--- config.mk ---
export PLATFORM = sky130hd
export DESIGN_NAME = mult_div_seq
export DESIGN_NICKNAME = d
export VERILOG_FILES = /design/src/rtl/mult_div_seq.sv
export SDC_FILE = /design/constraint.sdc
export NUM_CORES = 1
export LEC_CHECK = 0
export CORE_ASPECT_RATIO = 0.75
export CORE_MARGIN = 1.5
export CORE_UTILIZATION = 30
export CTS_BUF_LIST = sky130_fd_sc_hd__clkbuf_4 sky130_fd_sc_hd__clkbuf_8
export DETAILED_ROUTE_END_ITERATION = 12
export PLACE_DENSITY_LB_ADDON = 0.1
export SYNTH_ARGS = -nofsm -noshare
export SYNTH_HDL_FRONTEND = slang
export SYNTH_SLANG_ARGS = --single-unit
export TNS_END_PERCENT = 50
--- constraint.sdc ---
create_clock -name clk -period 6.28 [get_ports clk]
set_input_delay 1.256 -clock clk [delete_from_list [all_inputs] [get_ports clk]]
set_output_delay 1.256 -clock clk [all_outputs]
set_load 0.05 [all_outputs]
--- src/rtl/mult_div_seq.sv ---
// Iterative multiply/divide sequencer feeding the HI/LO registers.
// Multiply is shift-add on operand magnitudes into a 2*WIDTH accumulator.
// Divide is restoring division, one quotient bit per clock.
// Each operation takes WIDTH RUN cycles, then one FIX cycle that applies
// the signs and loads HI/LO. A divide by zero finishes immediately and
// raises a one-cycle flag, leaving HI/LO untouched.
`timescale 1ns/1ps

module mult_div_seq #(
    parameter int WIDTH = 32,
    parameter int CNT_W = $clog2(WIDTH) + 1
) (
    input  logic             clk,
    input  logic             reset,
    input  logic             start,
    input  logic             op,
    input  logic             sgn,
    input  logic [WIDTH-1:0] a,
    input  logic [WIDTH-1:0] b,
    output logic             busy,
    output logic             done,
    output logic             div_zero,
    output logic [WIDTH-1:0] hi,
    output logic [WIDTH-1:0] lo
);

    typedef enum logic [1:0] {
        S_IDLE = 2'd0,
        S_RUN  = 2'd1,
        S_FIX  = 2'd2
    } state_e;

    state_e               state_q, state_d;
    logic [CNT_W-1:0]     cnt_q, cnt_d;
    logic                 op_q, op_d;
    logic                 neg_q, neg_d;     // product / quotient is negative
    logic                 rneg_q, rneg_d;   // remainder is negative
    logic [WIDTH-1:0]     mcand_q, mcand_d; // |a| for multiply, |b| for divide
    logic [2*WIDTH-1:0]   acc_q, acc_d;     // product, or dividend/quotient in low half
    logic [WIDTH-1:0]     rem_q, rem_d;     // partial remainder
    logic                 busy_q, busy_d;
    logic                 done_q, done_d;
    logic                 dz_q, dz_d;
    logic [WIDTH-1:0]     hi_q, hi_d;
    logic [WIDTH-1:0]     lo_q, lo_d;

    // Operand magnitudes and per-iteration datapath values.
    logic [WIDTH-1:0]     a_mag;
    logic [WIDTH-1:0]     b_mag;
    logic [WIDTH:0]       mul_sum;
    logic [2*WIDTH-1:0]   mul_next;
    logic [WIDTH:0]       div_shift;
    logic [WIDTH-1:0]     div_diff;
    logic                 div_ok;
    logic [WIDTH-1:0]     rem_next;
    logic [2*WIDTH-1:0]   div_next;
    logic [2*WIDTH-1:0]   prod_fix;
    logic [WIDTH-1:0]     quo_fix;
    logic [WIDTH-1:0]     rem_fix;

    // Operand magnitudes: two's-complement negate only in signed mode.
    always_comb begin
        a_mag = (sgn && a[WIDTH-1]) ? (~a + 1'b1) : a;
        b_mag = (sgn && b[WIDTH-1]) ? (~b + 1'b1) : b;
    end

    // One shift-add multiply step: add the multiplicand into the upper
    // half when the current multiplier bit is set, then shift right.
    always_comb begin
        mul_sum  = {1'b0, acc_q[2*WIDTH-1:WIDTH]}
                 + (acc_q[0] ? {1'b0, mcand_q} : {(WIDTH+1){1'b0}});
        mul_next = {mul_sum, acc_q[WIDTH-1:1]};
    end

    // One restoring-division step: shift the next dividend bit into a
    // WIDTH+1-bit trial remainder and subtract the divisor if it fits.
    // The restored remainder is always below the divisor, so WIDTH bits
    // are enough to keep it between steps.
    always_comb begin
        div_shift = {rem_q, acc_q[WIDTH-1]};
        div_ok    = (div_shift >= {1'b0, mcand_q});
        div_diff  = div_shift[WIDTH-1:0] - mcand_q;
        rem_next  = div_ok ? div_diff : div_shift[WIDTH-1:0];
        div_next  = {acc_q[2*WIDTH-1:WIDTH], acc_q[WIDTH-2:0], div_ok};
    end

    // Sign correction applied in FIX.
    always_comb begin
        prod_fix = neg_q  ? (~acc_q + 1'b1) : acc_q;
        quo_fix  = neg_q  ? (~acc_q[WIDTH-1:0] + 1'b1) : acc_q[WIDTH-1:0];
        rem_fix  = rneg_q ? (~rem_q + 1'b1) : rem_q;
    end

    // Next-state and register-update logic for the sequencer.
    // NOTE: every _d gets a default first so no path through the case
    // leaves a signal unassigned, which would otherwise infer a latch.
    always_comb begin
        state_d = state_q;
        cnt_d   = cnt_q;
        op_d    = op_q;
        neg_d   = neg_q;
        rneg_d  = rneg_q;
        mcand_d = mcand_q;
        acc_d   = acc_q;
        rem_d   = rem_q;
        busy_d  = busy_q;
        done_d  = 1'b0;
        dz_d    = 1'b0;
        hi_d    = hi_q;
        lo_d    = lo_q;

        unique case (state_q)
            S_IDLE: begin
                if (start) begin
                    if (op && (b == '0)) begin
                        // Divide by zero: report and stay idle, HI/LO untouched.
                        done_d = 1'b1;
                        dz_d   = 1'b1;
                    end else begin
                        op_d    = op;
                        neg_d   = sgn & (a[WIDTH-1] ^ b[WIDTH-1]);
                        rneg_d  = sgn & a[WIDTH-1];
                        mcand_d = op ? b_mag : a_mag;
                        acc_d   = {{WIDTH{1'b0}}, (op ? a_mag : b_mag)};
                        rem_d   = '0;
                        cnt_d   = CNT_W'(WIDTH);
                        busy_d  = 1'b1;
                        state_d = S_RUN;
                    end
                end
            end

            S_RUN: begin
                if (op_q) begin
                    acc_d = div_next;
                    rem_d = rem_next;
                end else begin
                    acc_d = mul_next;
                end
                cnt_d = cnt_q - 1'b1;
                if (cnt_q == CNT_W'(1)) begin
                    state_d = S_FIX;
                end
            end

            S_FIX: begin
                if (op_q) begin
                    hi_d = rem_fix;
                    lo_d = quo_fix;
                end else begin
                    hi_d = prod_fix[2*WIDTH-1:WIDTH];
                    lo_d = prod_fix[WIDTH-1:0];
                end
                done_d  = 1'b1;
                busy_d  = 1'b0;
                state_d = S_IDLE;
            end

            default: begin
                state_d = S_IDLE;
                busy_d  = 1'b0;
            end
        endcase
    end

    // State register with synchronous active-low reset.
    // NOTE: sequential state uses non-blocking assignments so every
    // register samples its _d value from before the edge.
    always_ff @(posedge clk) begin
        if (!reset) begin
            state_q <= S_IDLE;
            cnt_q   <= '0;
            op_q    <= 1'b0;
            neg_q   <= 1'b0;
            rneg_q  <= 1'b0;
            mcand_q <= '0;
            acc_q   <= '0;
            rem_q   <= '0;
            busy_q  <= 1'b0;
            done_q  <= 1'b0;
            dz_q    <= 1'b0;
            hi_q    <= '0;
            lo_q    <= '0;
        end else begin
            state_q <= state_d;
            cnt_q   <= cnt_d;
            op_q    <= op_d;
            neg_q   <= neg_d;
            rneg_q  <= rneg_d;
            mcand_q <= mcand_d;
            acc_q   <= acc_d;
            rem_q   <= rem_d;
            busy_q  <= busy_d;
            done_q  <= done_d;
            dz_q    <= dz_d;
            hi_q    <= hi_d;
            lo_q    <= lo_d;
        end
    end

    assign busy     = busy_q;
    assign done     = done_q;
    assign div_zero = dz_q;
    assign hi       = hi_q;
    assign lo       = lo_q;

endmodule

-- Yosys cells after proc, flatten, opt, wreduce, memory -nomap -nowiden
Cells that the tools add are included.
- word-level logic and storage cells: 86
- input bits: 69
- RAM bits: 0
- latch bits: 0
- flip-flop bits (word level): 206
- memory bits (read-only): 0
- memories kept: 0
- output and inout port bits: 67
- multipliers: 0
- bitwise gates (word level): 10
- divide/modulo/power cells: 0
- equal/unequal tests: 8
- magnitude comparators: 1
- shifts and indexed selects: 0
- muxes and demuxes: 32
- add/sub/neg operators: 8
- reduce and logical (&&, ||, !) cells: 13
- operators by type and width (kind ; count):
    32-bit two-way mux ; 13
    64-bit two-way mux ; 4
    32-bit by 1-bit adder with 32-bit output (second input constant) ; 4
    32-bit NOT ; 4
    64-bit case mux with 2 select lines ; 1
    64-bit by 1-bit adder with 64-bit output (second input constant) ; 1
    64-bit NOT ; 1
    32-bit case mux with 2 select lines ; 1
    32-bit by 32-bit adder with 33-bit output ; 1
    33-bit by 32-bit >= comparator with 1-bit output ; 1
    32-bit zero test ; 1
    32-bit subtractor ; 1
    6-bit two-way mux ; 2
    6-bit case mux with 2 select lines ; 1
    3-bit AND reduction ; 4
    2-bit inequality test (second input constant) ; 5
    4-bit AND reduction ; 2
    6-bit by 1-bit == test with 1-bit output (second input constant) ; 1
    2-bit two-way mux ; 3
    6-bit by 1-bit subtractor with 6-bit output (second input constant) ; 1
    1-bit two-way mux ; 4
    1-bit case mux with 2 select lines ; 2
    2-bit case mux with 2 select lines ; 1
    1-bit logical AND ; 3
    8 further kinds ; 10

-- Longest topological paths before layout
Gate-level depths: netlist (run 1).
- word-level depth: 7
- gate-level depth with buffers: 14
- depth with buffers taken out: 13

-- Worst setup path before layout (run 1)
Ideal clock, no wire load.
- path kind: in2reg
- from: in b[21]
- to: reg acc_q[11]
- cell stages on the path: 9
- path buffers: 2
- slack: 2.473 ns
- data required time: 6.164 ns
- setup time: 0.116 ns
- arrival: 3.691 ns
- cells stage by stage: or4_1 nor4_1 nand3_1 nor4b_2 or2_2 buf_2 buf_2 o21ai_0 o211a_1
- cells in the longest elaborated chain, start to end: 4
- RTL lines (what ; line ; RTL):
    start, declared ; 19 ; input logic [WIDTH-1:0] b,
    32-bit zero test ; 115 ; if (op && (b == '0)) begin
    1-bit logical AND ; 115 ;
    2-bit inequality test (no line) ; - ;
    3-bit AND reduction (no line) ; - ;
    end signal, assigned ; 177 ; acc_q <= '0;
    end signal, assigned ; 191 ; acc_q <= acc_d;
    end, declared ; 39 ; logic [2*WIDTH-1:0] acc_q, acc_d;
No other way between the ends.
A chain may end at the register's enable or synchronous reset.

-- Worst setup path after layout (run 1)
- from: in b[19]
- to: reg acc_q[61]
- cells in the longest elaborated chain, start to end: 4
- RTL lines (what ; line):
    32-bit zero test ; 115
    1-bit logical AND ; 115
    2-bit inequality test (no line) ; -
    4-bit AND reduction (no line) ; -
No other way between the ends.

==> metrics.csv, run 1 <==
metric,value,unit
dominant cell type by area after synthesis,dfxtp_1,
Synth area leaders,"dfxtp_1 26%, nand2_1 6.7%, xor2_1 6.2%, o21ai_0 5.7%, ha_1 5.6%",
Post-synth ARST share,0,
setup TNS,0,ns
Tcrit/Tclk final,0.7308,
HPWL Detailed,46240,um
outcome,finished with violations,
Syn Nets,2225,
CTS tree,built,
Routed WL,59180,um
area fraction of the dominant cell type after synthesis,0.2618,
drt initial violations,1270,
Reg-to-Reg Start,acc_q[31],
Pwr Density,209.3,nW/um^2
Crit. End Element,register,
Clock Skew,0.03627,ns
Clock transition at path regs,0.06,ns
core area,51710,sq um
Crit Path Category,in -> reg,
Final Hold Viols,0,
crit path from,b[19],
TritonRoute pass-1 iters,5,
Max Slew Vio Count,0,
Worst Max-Slew Pin Slew,1.114,ns
endpoints failing setup,0,
mean post-synth cell area,7.559,sq um
crit path max fanout,18,
number of enable flip-flop cells after synthesis,0,
first-pass GRT wire length,88820,um
post-route ant nets,1,
Max Cap Viol,0,
"flops & latches, synth",206,
Rows,72,
Initial Utilization,0.3047,
post-synth cell types,75,
GRT Total Usage,0.2159,
CTS root buffer,clkbuf_8,
R2R Path End,rem_q[16],
Final Power,3872,uW
fillers,5513,
total number of H-tree levels,2,
CTS Hold Bufs,0,
Resized cells post-CTS,0,
total CTS buffers,41,
Cells after Synth,2084,
final core utilization,0.3577,
Hold/Removal Path Class,reg -> reg,
worst setup path end,acc_q[61],
ratio of cells with drive above 1 in the final layout,0.06015,
WP data required,6.83,ns
reg2reg setup slack,1.96,ns
DRC Markers,0,
register area share after synthesis,0.2618,
most frequent cells in the layout,"283 x nand2_1, 204 x dfxtp_1, 178 x o21ai_0",
"commonest non-fill, non-tap cell in the layout",nand2_1,
remaining global-route overflow,0,
Final nets,2286,
VDD IR max,0.1191,mV
Main synth FF type,dfxtp_1,
die height,201.5,um
RSZ-0062 raised after global routing,no,
Die Area,53910,sq um
critical path launch point type,input pin,
worst-skew pair later-pin latency,0.63,ns
drt wl/cell,20.51,um
Post-Syn Area,15750,sq um
CP arrival,5.14,ns
r2r worst-path depth,11,
Syn-to-layout area delta,17.42,%
Final Critical Period,4.590,ns
violated checks,antenna violations,
antenna violations before repair,1,
die width,267.6,um
largest net degree at the start of global routing,81,
yosys warns,0,
leak pwr,0.007330,uW
clk buf depth,3,
Fmax,0.2179,GHz
final RePlAce weighted congestion,0.8943,
I/O Buffers,135,
setup repair bufs after CTS,0,
vias per cell,5.367,
Ports,136,
Slew Limit Headroom,0.2517,
worst hold margin,0.4538,ns
number of global-route vias before repair,14140,
Sink Count,206,
Via Count,15490,
[layer usage]
layer / global-route usage / vias up / wire (um)
met5: 0 / - / 0
met4: 0.04883 / 0 / 948
met3: 0.04222 / 59 / 4118
met2: 0.2857 / 429 / 22610
met1: 0.3461 / 7346 / 31500
li1: - / 7654 / -
[worst max-delay path, stage by stage]
cell             delay (ns)
clkdlybuf4s50_1        0.48
or4_1                  0.61
nor4_1                 0.54
nand3_1                0.25
nor4b_2                0.62
nand2b_2               0.24
nand2_1                0.16
nor2_2                 0.71
a21oi_1                0.17
nand2_1                0.09
[kinds of logic after synthesis]
kind of cell | Yosys count | synth area share
buffers and inverters | 200 | 0.05170
AND/OR/NAND/NOR | 700 | 0.2100
flip-flops | 206 | 0.2618
multiplexers | 56 | 0.03590
AO/OA/AOI/OAI | 645 | 0.2685
adder cells (fa/ha/maj) | 72 | 0.05814
XOR/XNOR | 205 | 0.1140
[synthesized netlist by cell type (6+ instances only)]
master	instances
nand4_1	18
buf_2	17
a21boi_0	47
a21oi_1	139
or2_2	9
xnor2_1	93
nand3_1	87
nand2b_1	16
and2_1	18
or4_1	12
inv_1	68
ha_1	70
a21o_1	28
xor2_1	112
or3_1	23
o21ai_0	178
and3_1	21
a211oi_1	10
o221ai_1	8
mux2i_1	52
nor2b_1	18
nor4_1	18
nor2_1	128
o21a_1	8
dfxtp_1	206
o211ai_1	49
o21bai_1	7
nand2_1	283
buf_1	6
o31ai_1	37
a31oi_1	24
o41ai_1	25
clkbuf_1	103
o211a_1	36
nor3_1	22
[cell type report]
type	instances	area [sq um]	share of cell area
Timing Repair Buffer	150	1456	0.07873
Clock buffer	65	819.5	0.04430
Inverter	68	255.2	0.01380
Clock inverter	11	122.6	0.006629
Multi-Input combinational cell	1678	10820	0.5851
Antenna cell	5	12.51	0.0006764
Sequential cell	206	4129	0.2232
Tap cell	703	879.6	0.04755
[through the flow]
stage / std cells / setup slack [ns] / cell area [sq um]
after global routing: 2881 / 1.375 / 18490
after CTS: 2881 / 1.760 / 18490
after detailed placement: 2805 / 1.111 / 17540
final: 2886 / 1.690 / 18500
after floorplan: 2084 / 2.473 / 15750
after global placement: 2805 / 1.153 / 17540
[sequential cells by signal, indices dropped and copies added, names as in the netlist]
name	flops
busy	1
acc_q	64
done	1
rneg_q	1
op_q	1
state_q	2
rem_q	32
cnt_q	6
lo	32
neg_q	1
mcand_q	32
hi	32
div_zero	1
[power breakdown]
part           total, uW  internal (uW)  switching, uW
Clock               1590            917            673
Sequential          1440           1360           81.6
Combinational        842            305            537
[worst min path at each step]
stage / start / end / cells after the start
detailed placement: hi[17] / hi[17] / 2
global placement: mcand_q[20] / mcand_q[20] / 2
floorplan: mcand_q[27] / mcand_q[27] / 2
global route: hi[17] / hi[17] / 2
CTS: hi[17] / hi[17] / 2
finish: hi[17] / hi[17] / 2
No activity file was read; power rests on OpenSTA's default activity.
==> run 2, diff against run 1 <==
- clock period: 6.28 -> 3.9 ns (I/O delays scaled with it)
==> metrics.csv, run 2 (synthesis gave the netlist of run 1 again) <==
metric,value,unit
hold_sp,hi[15],
CTS root buffer,clkbuf_8,
Rows,72,
Clock transition at path regs,0.06,ns
Crit. End Element,register,
Antenna Cells,0,
Fmax,0.2881,GHz
r2r worst-path depth,12,
worst-skew pair later-pin latency,0.61,ns
Final nets,2355,
Max Cap Viol,0,
Finished Layout Cells,2941,
Biggest register,acc_q,
Die Area,53910,sq um
worst hold margin,0.4558,ns
Clock Skew,0.03863,ns
R2R Path End,rem_q[5],
met3 Resource Use GR,0.03341,
Hold/Removal Path Class,reg -> reg,
drt wl/cell,20.35,um
placed cells,2874,
CTS Hold Bufs,0,
number of global-route vias before repair,14180,
max reg flops,64,
Sink Count,206,
"commonest non-fill, non-tap cell in the layout",nand2_1,
Syn-to-layout area delta,20.48,%
outcome,"complete, no violations",
crit path max fanout,15,
HPWL Detailed,47300,um
die width,267.6,um
Slew Limit Headroom,0.2271,
total number of H-tree levels,2,
total CTS buffers,41,
RSZ-0062 raised after global routing,no,
reg2reg setup slack,0.43,ns
Pwr Density,327.6,nW/um^2
fillers,5506,
Initial Utilization,0.3047,
Tcrit/Tclk final,0.8902,
I/O Buffers,135,
global routing usage on met1,0.3598,
core area,51710,sq um
TritonRoute pass-1 iters,5,
Worst Max-Slew Pin Slew,1.159,ns
VDD IR max,0.1920,mV
remaining global-route overflow,0,
Routed WL,59840,um
setup repair bufs after CTS,0,
WP data required,4.38,ns
Worst Hold Path EP,hi[15],
Crit Path Category,reg -> reg,
critical path launch point type,register,
worst hold path cell count,2,
DRC Markers,0,
post-route ant nets,0,
final RePlAce weighted congestion,0.8826,
leak pwr,0.007642,uW
GRT Total Usage,0.2174,
Final Critical Period,3.472,ns
Reg-to-Reg Start,mcand_q[21],
antenna violations before repair,1,
pre-CTS WS,-0.01585,ns
grt met2 use,0.2812,
largest net degree at the start of global routing,69,
Ports,136,
clk buf depth,3,
vias per cell,5.368,
endpoints failing setup,0,
GR peak layer,met1,
Via Count,15790,
Final Hold Viols,0,
Max Slew Vio Count,0,
first-pass GRT wire length,89700,um
ratio of cells with drive above 1 in the final layout,0.08534,
drt initial violations,1432,
CP arrival,3.95,ns
die height,201.5,um
final core utilization,0.3670,
most frequent cells in the layout,"283 x nand2_1, 204 x dfxtp_1, 178 x o21ai_0",
Resized cells post-CTS,0,
CTS tree,built,
Final Worst Setup Slack,0.4284,ns
run 2: cell count changes in the layout (fill, tap and decap cells not counted):
cell | previous run | this run
inv_12 | 0 | 1
clkbuf_4 | 12 | 9
clkinv_4 | 1 | 0
buf_4 | 16 | 82
buf_12 | 0 | 3
bufinv_16 | 2 | 3
clkinv_8 | 1 | 0
clkinv_2 | 6 | 3
clkinvlp_4 | 1 | 0
clkbuf_8 | 53 | 49
diode_2 | 5 | 0
inv_6 | 0 | 2
run 2: metrics by stage:
| stage | setup TNS (ns) | cell area, sq um | power (uW) |
|---|---|---|---|
| after floorplan | 0 | 15750 | 3215 |
| after global placement | 0 | 18100 | 3769 |
| after detailed placement | -0.01585 | 18100 | 3772 |
| after global routing | 0 | 18980 | 6534 |
| after CTS | 0 | 18980 | 6279 |
| final | 0 | 18980 | 6218 |
run 2: power breakdown:
group / internal [uW] / switching (uW)
clock network: 1430 / 1050
registers: 2190 / 121
logic: 552 / 883
run 2: how the worst max path moves through the flow:
stage	startpoint	endpoint	slack, ns
global route	acc_q[0]	acc_q[62]	0.10
finish	mcand_q[21]	rem_q[5]	0.43
CTS	mcand_q[21]	rem_q[7]	0.48
global placement	a[7]	acc_q[22]	0.003
detailed placement	a[7]	acc_q[22]	-0.02
floorplan	b[21]	acc_q[11]	0.57
run 2: area by class of cell:
type	instances	area (sq um)	share of cell area
well taps	703	879.6	0.04634
clock inverters	9	138.9	0.007318
flip-flops and latches	206	4129	0.2175
clock buffers	58	742.0	0.03909
inverters	68	255.2	0.01345
multi-input cells	1678	10820	0.5702
repair buffers	219	2012	0.1060
run 2: critical path: stages (launching register included):
cell and delay (ns):
dfxtp_1 0.32, inv_1 0.15, ha_1 0.54, and4_1 0.30, nor2b_1 0.25, nand4_1 0.14
or2_2 0.31, o31a_1 0.16, nand4_1 0.28, and2_1 0.22, buf_4 0.28, mux2i_1 0.27
o21ai_0 0.10
run 2: layer usage:
metal	up-vias	part of all wire
met3	61	0.066
met4	0	0.017
met2	463	0.38
met5	-	0
met1	7476	0.54
li1	7787	-
==> run 3, diff against run 2 <==
- CELL_PAD_IN_SITES_DETAIL_PLACEMENT: not set -> 0
- CELL_PAD_IN_SITES_GLOBAL_PLACEMENT: not set -> 2
==> metrics.csv, run 3 (synthesis gave the netlist of run 1 again) <==
metric,value,unit
outcome,"complete, no violations",
total CTS buffers,41,
most frequent cells in the layout,"283 x nand2_1, 204 x dfxtp_1, 178 x o21ai_0",
fillers,5477,
worst-skew pair later-pin latency,0.63,ns
Crit-path slowest cell,a221oi_1,
Hold/Removal Path Class,reg -> reg,
GRT Total Usage,0.2398,
Worst path depth,12,
vias per cell,5.365,
Final Hold Viols,0,
crit path max fanout,11,
Worst Max-Slew Pin Slew,1.074,ns
sequential share of power,0.361,
Biggest register,acc_q,
I/O Buffers,135,
endpoints failing setup,0,
largest net degree at the start of global routing,60,
ratio of cells with drive above 1 in the final layout,0.09673,
Syn-to-layout area delta,21.86,%
Top Family by Delay on Critical Path,compound AO/OA/AOI/OAI gates,
Pwr Density,331.5,nW/um^2
CP arrival,4.12,ns
worst hold margin,0.4612,ns
setup repair bufs after CTS,0,
die height,201.5,um
drt initial violations,1285,
Final Critical Period,3.646,ns
TritonRoute pass-1 iters,7,
Die Area,53910,sq um
pre-CTS WS,-0.2305,ns
VDD IR max,0.1988,mV
Fmax,0.2743,GHz
number of global-route vias before repair,15160,
Ports,136,
Sink Count,206,
total number of H-tree levels,2,
die width,267.6,um
antenna violations before repair,2,
part of the power in the clock network,0.399,
CTS root buffer,clkbuf_8,
Tcrit/Tclk final,0.9349,
grt met2 use,0.3130,
P_sw,2122,uW
post-route ant nets,0,
Clock Skew,0.04400,ns
Max Cap Viol,0,
Int Power,4243,uW
Logic pwr share,0.240,
Initial Utilization,0.3047,
dpl cell area,18270,sq um
first-pass GRT wire length,97250,um
core area,51710,sq um
leak pwr,0.007777,uW
Via Count,15920,
worst path cell trace,inv_1 -> ha_1 -> a21oi_1 -> inv_1 -> a31oi_1 -> o21ai_0 -> a221oi_1 -> nand4_1 -> and2_1 -> buf_4 -> mux2i_1 -> o21ai_0,
Routed WL,65220,um
HPWL Detailed,50600,um
critical path launch point type,register,
Final Power,6365,uW
r2r worst-path depth,12,
Rows,72,
"commonest non-fill, non-tap cell in the layout",nand2_1,
WP data required,4.38,ns
drt wl/cell,21.97,um
Slew Limit Headroom,0.2656,
met3 Resource Use GR,0.06462,
sw frac,0.3334,
Final nets,2376,
DRC Markers,0,
slowest cell delay on critical path,0.53,ns
CTS Hold Bufs,0,
worst path bufs/invs,3,
final RePlAce weighted congestion,0.9020,
Resized cells post-CTS,0,
worst hold path cell count,2,
Crit. End Element,register,
GR peak layer,met1,
global routing usage on met1,0.3742,
Final Worst Setup Slack,0.2539,ns
Clock transition at path regs,0.06,ns
clk buf depth,3,
max reg flops,64,
remaining global-route overflow,0,
Crit Path Category,reg -> reg,
Max Slew Vio Count,0,
CTS tree,built,
RSZ-0062 raised after global routing,no,
design area,19200,sq um
-- run 3: routing by layer --
layer  routed length [um]  share of wire
met5                    0              0
met4                 1357          0.021
met3                 5385          0.083
met2                24550           0.38
met1                33930           0.52
-- run 3: path summary, 6_finish.rpt --
| check | from | to | slack [ns] |
|---|---|---|---|
| min | mcand_q[24] | mcand_q[24] | 0.46 |
| max reg2reg | mcand_q[22] | rem_q[10] | 0.25 |
| max | mcand_q[22] | rem_q[10] | 0.25 |
| min reg2reg | mcand_q[24] | mcand_q[24] | 0.46 |
-- run 3: area by class of cell --
type | instances | area (sq um) | area share
antenna | 1 | 2.502 | 0.0001303
clock buffer | 64 | 780.7 | 0.04067
clock inverter | 8 | 136.4 | 0.007104
inverter | 68 | 255.2 | 0.01330
multi-input combinational | 1678 | 10830 | 0.5643
sequential | 206 | 4129 | 0.2151
tap | 703 | 879.6 | 0.04582
timing repair buffer | 240 | 2182 | 0.1137
-- run 3: worst min-delay path, stage by stage (launching register included) --
cell,delay (ns)
dfxtp_1,0.31
nand3_1,0.06
nand2_1,0.04
-- run 3: per-stage QoR --
step / instances / setup TNS [ns] / utilization
global placement: 2895 / -0.2479 / 0.3534
global route: 2967 / 0 / 0.3712
floorplan: 2084 / 0 / -
detailed placement: 2895 / -0.2404 / 0.3534
finish: 2968 / 0 / 0.3713
CTS: 2967 / 0 / 0.3711
-- run 3: power groups by stage --
stage | clock (uW) | sequential, uW | combinational, uW
after floorplan | 0 | 2310 | 901
after global placement | 0 | 2340 | 1510
after detailed placement | 0 | 2340 | 1510
after CTS | 2620 | 2300 | 1520
after global routing | 2710 | 2310 | 1670
final | 2540 | 2300 | 1530
